**config.mk**
```make
export PLATFORM = sky130hd
export DESIGN_NAME = nibble_serial_adder
export DESIGN_NICKNAME = d
export VERILOG_FILES = /design/src/rtl/nibble_serial_adder.sv
export SDC_FILE = /design/constraint.sdc
export NUM_CORES = 1
export LEC_CHECK = 0
export BUFFER_PORTS_ARGS = -buffer_cell sky130_fd_sc_hd__buf_2
export CAP_MARGIN = 0
export CORE_MARGIN = 2
export CORE_UTILIZATION = 55
export CTS_CLUSTER_DIAMETER = 120
export DETAILED_ROUTE_END_ITERATION = 8
export PLACE_DENSITY = 0.8
export SLEW_MARGIN = 20
export SYNTH_ARGS = -nofsm -noshare
export SYNTH_HDL_FRONTEND = slang
export SYNTH_SLANG_ARGS = --single-unit
```
**constraint.sdc**
```tcl
create_clock -name clk -period 8.7 [get_ports clk]
set_clock_uncertainty 0.15 [all_clocks]
set_input_delay 0.435 -clock clk [delete_from_list [all_inputs] [get_ports clk]]
set_output_delay 0.435 -clock clk [all_outputs]
set_load 0.1 [all_outputs]
```
**src/rtl/nibble_serial_adder.sv**
```systemverilog
// Multi-cycle WIDTH-bit add/subtract unit using one 4-bit carry-lookahead slice, LSB nibble first.
// Optional build macro NSA_SAT_EN: saturate sum on signed overflow.
module nibble_serial_adder #(
  parameter int unsigned WIDTH = 16
) (
  input  logic             clk,
  input  logic             rst_n,
  input  logic             start,
  input  logic             sub,
  input  logic [WIDTH-1:0] a,
  input  logic [WIDTH-1:0] b,
  output logic             busy,
  output logic             done,
  output logic [WIDTH-1:0] sum,
  output logic             cout,
  output logic             ovf,
  output logic             zero
);

  localparam int unsigned NN = WIDTH / 4;
  localparam int unsigned IW = (NN > 1) ? $clog2(NN) : 1;
  localparam logic [IW-1:0] LastIdx = IW'(NN - 1);

  typedef enum logic [0:0] {StIdle, StRun} state_e;

  state_e           state_q;
  logic [WIDTH-1:0] a_q;
  logic [WIDTH-1:0] b_q;
  logic [WIDTH-1:0] shadow_q;
  logic             carry_q;
  logic [IW-1:0]    idx_q;

  // Carry-lookahead slice on the current nibble
  logic [3:0] na, nb, g, p, ns;
  logic [4:0] c;

  always_comb begin
    na   = a_q[idx_q*4 +: 4];
    nb   = b_q[idx_q*4 +: 4];
    g    = na & nb;
    p    = na ^ nb;
    c[0] = carry_q;
    c[1] = g[0] | (p[0] & c[0]);
    c[2] = g[1] | (p[1] & g[0]) | (p[1] & p[0] & c[0]);
    c[3] = g[2] | (p[2] & g[1]) | (p[2] & p[1] & g[0]) | (p[2] & p[1] & p[0] & c[0]);
    c[4] = g[3] | (p[3] & g[2]) | (p[3] & p[2] & g[1]) | (p[3] & p[2] & p[1] & g[0]) |
           (p[3] & p[2] & p[1] & p[0] & c[0]);
    ns   = p ^ c[3:0];
  end

  // Final-nibble commit values; only meaningful when idx_q == LastIdx
  logic [WIDTH-1:0] raw_sum;
  logic [WIDTH-1:0] fin_sum;
  logic             ovf_c;

  always_comb begin
    raw_sum = {ns, shadow_q[WIDTH-5:0]};
    ovf_c   = (a_q[WIDTH-1] == b_q[WIDTH-1]) && (ns[3] != a_q[WIDTH-1]);
    fin_sum = raw_sum;
`ifdef NSA_SAT_EN
    if (ovf_c) begin
      fin_sum = a_q[WIDTH-1] ? {1'b1, {(WIDTH-1){1'b0}}} : {1'b0, {(WIDTH-1){1'b1}}};
    end
`else
    fin_sum = raw_sum;
`endif
  end

  always_ff @(posedge clk or negedge rst_n) begin
    if (!rst_n) begin
      state_q  <= StIdle;
      a_q      <= '0;
      b_q      <= '0;
      shadow_q <= '0;
      carry_q  <= 1'b0;
      idx_q    <= '0;
      busy     <= 1'b0;
      done     <= 1'b0;
      sum      <= '0;
      cout     <= 1'b0;
      ovf      <= 1'b0;
      zero     <= 1'b0;
    end else begin
      unique case (state_q)
        StIdle: begin
          done <= 1'b0;
          if (start) begin
            a_q     <= a;
            b_q     <= sub ? ~b : b;
            carry_q <= sub;
            idx_q   <= '0;
            busy    <= 1'b1;
            state_q <= StRun;
          end
        end
        StRun: begin
          shadow_q[idx_q*4 +: 4] <= ns;
          carry_q                <= c[4];
          if (idx_q == LastIdx) begin
            sum     <= fin_sum;
            cout    <= c[4];
            ovf     <= ovf_c;
            zero    <= (fin_sum == '0);
            busy    <= 1'b0;
            done    <= 1'b1;
            idx_q   <= '0;
            state_q <= StIdle;
          end else begin
            idx_q <= idx_q + 1'b1;
          end
        end
        default: state_q <= StIdle;
      endcase
    end
  end

endmodule

```
# Word-level counts from Yosys, hierarchy flattened
# Index checks and enable logic that the tools add are counted.
[totals]
register_bits = 73
word_cells = 74
[classes]
n_addsub = 2
n_eq_ne = 5
shifts = 4
n_mux = 15
bitwise = 31
n_reduce_logical = 5
[op_table]
columns = ["op", "n"]
rows = [
  ["negation 4 -> 34 bit", 1],
  ["variable shift 4 x 34 -> 16 bit, first input constant", 1],
  ["variable part select 4 x 34 -> 16 bit", 1],
  ["variable part select 16 x 5 -> 4 bit", 2],
  ["AND 1 bit", 16],
  ["bitwise mux 16 bit", 1],
  ["zero test 16 bit", 1],
  ["2-to-1 mux 16 bit", 1],
  ["inverter 16 bit", 1],
  ["bitwise OR 1 bit", 10],
  ["one-hot mux 1 bit (2 select lines)", 4],
  ["bitwise XOR 4 bit", 2],
  ["2-to-1 mux 1 bit", 6],
  ["AND reduction 2 bit", 3],
  ["AND 4 bit", 1],
  ["2-to-1 mux 2 bit", 2],
  ["one-hot mux 2 bit (2 select lines)", 1],
  ["adder 2 x 1 -> 2 bit, second input constant", 1],
  ["equality test 2 bit, second input constant", 1],
  ["!= test 2 x 1 -> 1 bit, second input constant", 1],
  ["!= test 2 bit, second input constant", 1],
  ["equality test 1 bit", 1],
  ["logical AND 1 bit", 1],
  ["!= test 1 bit", 1],
  ["inverter 1 bit", 1],
]

# Longest topological paths before layout
[depth]
ltp_word = 9
ltp_mapped = 8
mapped_depth_nobuf = 6

# Worst setup path before layout
# Ideal clock, no wire load.
[synth_timing]
path_type = "flip-flop to flip-flop"
start = "reg idx_q[0]"
end = "reg ovf"
setup_ns = 0.126
arrival_time_ns = 2.473
required_ns = 8.424
path_slack_ns = 5.951
path_stages_with_launch = 9
n_path_buf = 2
cell_sequence = "dfrtp_1 buf_2 mux4_2 ha_1 a211oi_2 o21ai_1 and3_1 clkbuf_1 a221o_1"
[synth_via]
elab_chain_cells = 9
[synth_lines]
columns = ["item", "line_no", "rtl"]
rows = [
  ["start: declaration", "31", "logic [IW-1:0] idx_q;"],
  ["start signal: assignment", "109", "idx_q <= idx_q + 1'b1;"],
  ["variable part select 16 x 5 -> 4 bit, on equally long branches", "38, 39", ""],
  ["bitwise XOR 4 bit or AND 4 bit (tied branches)", "41, 40", ""],
  ["AND 1 bit", "45", "c[3] = g[2] | (p[2] & g[1]) | (p[2] & p[1] & g[0]) | (p[2] & p[1] & p[0] & c[0]);"],
  ["bitwise OR 1 bit or AND 1 bit (tied branches) (2 in series)", "45", ""],
  ["bitwise OR 1 bit", "45", ""],
  ["bitwise XOR 4 bit", "48", "ns = p ^ c[3:0];"],
  ["!= test 1 bit", "58", "ovf_c = (a_q[WIDTH-1] == b_q[WIDTH-1]) && (ns[3] != a_q[WIDTH-1]);"],
  ["logical AND 1 bit", "58", ""],
  ["end signal: assignment", "102", "ovf <= ovf_c;"],
  ["end: declaration", "16", "output logic ovf,"],
]
# Several ways; a longest one is shown, not always the timed one.
# A chain may end at the register's enable or synchronous reset.

# Final worst setup path
# Same ends and word-level chain as after synthesis.

==> qor.txt <==
outcome: finished clean
main area contributors after synthesis: dfrtp_1 (54%), mux2_2 (11%), mux4_2 (5.6%)
clk buf depth: 2
non-filler instance count after layout: 388
Layout Area Growth over Synthesis: 17.4%
initial antenna violation count: 0
DIE WIDTH: 80.2 um
RR Startpoint: idx_q[0]
Synth Instances: 257
Placer Congestion: 0.873
routed via count: 2,092
layout cell share with drive strength beyond 1: 0.370
I/O Pins: 57
worst hold path type: primary input to async pin
Initial DRC Count: 118
CP max-delay cell: dfrtp_1
Reg2Reg Depth: 6
Yosys warnings: 0
starting density of the core: 0.573
hold buffer count at cts: 0
DR DRC count: 0
DP HPWL: 4060 um
Tmin final: 2.94 ns
total grt overflow: 0
FILL cells: 440
sequential standard cell area: 1730 sq um
Die H: 80.2 um
sequential share of the synthesized area: 0.541
Netlist cell types: 40
cell family with the largest share of critical-path delay: flip-flops
worst-skew pair later-pin latency: 0.34 ns
FF-to-FF End: ovf
period utilisation layout: 0.338
Setup Fix Bufs, Post-CTS: 0
Synth top cells by count: dfrtp_1 (69), nand2_1 (35), mux2_2 (31), o21ai_0 (22), xnor2_1 (17)
H-tree levels: 3
ys flop type: dfrtp_1
syn_area_per_cell: 12.4 sq um
RSZ-0062 raised after global routing: false
worst-margin pin slew: 0.878 ns
EDFF count, synth: 0
critical path type: flop to flop
setup violators final: 0
top-area cell type share of the netlist area: 0.541
Buf+Inv Stages, Crit Path: 0
Synth Cell Area: 3190 sq um
Die ar.: 6430 sq um
post-cts gate resize count: 0
# diodes: 0
Max Slew Vio Count: 0
Hold Slack: 0.132 ns
drt wl/cell: 14.6 um
register bit total from synthesis: 69
Overall Global Routing Usage: 0.203
relative slew slack: 0.414
WP data required: 8.77 ns
IO buf count: 56
Final nets: 357
CTS tree: built
Setup crit end kind: flop
number of detailed-route iterations in the first pass: 4
setup TNS: 0 ns
top-count cell post-synth: dfrtp_1
largest net degree at the start of global routing: 70
CTS Sinks: 69
CP Data Arrival Time: 3.01 ns
# Max-Cap Violations: 0
Final Hold Vio Count: 0
leading area contributor after synthesis: dfrtp_1
core footprint: 5570 sq um
Detailed Route WL: 5660 um
crit path cell chain: mux4_2 -> ha_1 -> a211oi_2 -> o21ai_1 -> and3_1 -> a221o_1
placed instance count: 372
FFs w/ async S/R, synth: 1.00
first-pass GRT wire length: 9820 um
Critical Path Fanout Max: 15
crit path launch type: flop
Clock Pin Slew Worst Setup and Hold Paths: 0.07 ns
remaining antenna violation count after routing: 0
vias in the first global route: 2,134
Vias/cell: 5.39
FMAX: 340 MHz
CP peak stage delay: 0.77 ns
reg2reg setup slack: 5.76 ns
number of buffers created by CTS: 9
Root Buffer: clkbuf_8
multi-input gate area in the final layout: 1390 sq um
Cell Rows: 27
syn_nets: 303
[sequential cells by signal (all words and copies together) (netlist names)]
register,cells
cout,1
a_q,16
carry_q,1
done,1
shadow_q,12
state_q,1
idx_q,2
sum,16
busy,1
zero,1
b_q,16
ovf,1
[worst max path at each step]
stage / start / slack (ns) / endpoint / depth (start not counted)
after detailed placement: idx_q[0] / 5.76 / ovf / 6
final: idx_q[0] / 5.76 / ovf / 6
after CTS: idx_q[0] / 5.74 / ovf / 6
after global routing: idx_q[0] / 5.58 / zero / 5
after global placement: idx_q[0] / 5.79 / ovf / 6
after floorplan: idx_q[0] / 5.95 / ovf / 8
[layout by cell type, fill, tap and decap left out, types with 2 or more instances in the layout]
| cell type | n |
|---|---|
| a21oi_1 | 2 |
| a22o_1 | 6 |
| buf_2 | 56 |
| bufinv_16 | 3 |
| clkbuf_8 | 9 |
| dfrtp_1 | 69 |
| ha_1 | 9 |
| inv_1 | 4 |
| mux2_2 | 31 |
| mux4_2 | 8 |
| nand2_1 | 35 |
| nand3_1 | 2 |
| nor2_1 | 6 |
| nor2b_1 | 2 |
| nor3_1 | 2 |
| o21ai_0 | 22 |
| o31ai_1 | 4 |
| or3_1 | 2 |
| xnor2_1 | 17 |
[area by class of cell]
| class | instances | share of cell area |
|---|---|---|
| Timing Repair Buffer | 57 | 0.0768 |
| Tap cell | 72 | 0.0240 |
| Clock inverter | 6 | 0.0297 |
| Inverter | 4 | 0.00401 |
| Clock buffer | 10 | 0.0340 |
| Multi-Input combinational cell | 170 | 0.371 |
| Sequential cell | 69 | 0.461 |
[stage by stage]
stage / setup WS [ns] / cell area (sq um) / util
finish: 5.76 / 3750 / 0.673
global route: 5.58 / 3750 / 0.673
CTS: 5.74 / 3750 / 0.673
detailed placement: 5.76 / 3510 / 0.630
global placement: 5.79 / 3510 / 0.630
floorplan: 5.95 / 3190 / -
[metal layers]
metal | global-route usage | vias up | wire length [um]
li1 | - | 1018 | -
met1 | 0.265 | 1013 | 2570
met2 | 0.323 | 51 | 2740
met3 | 0.0416 | 10 | 246
met4 | 0.102 | 0 | 103
met5 | 0 | - | 0
[cell families after synthesis]
kind of cell	Yosys count	synth area share
AOI/OAI and AO/OA	44	0.0909
xor gates and xnor gates	18	0.0494
adders and majority gates	10	0.0415
buffers and inverters	18	0.0251
DFF	69	0.541
muxes	39	0.166
and+or+nand+nor	59	0.0870
Power is left out: the tool's default activity adds up to more than one toggle a clock period on the data nets, which glitch-free logic cannot reach.
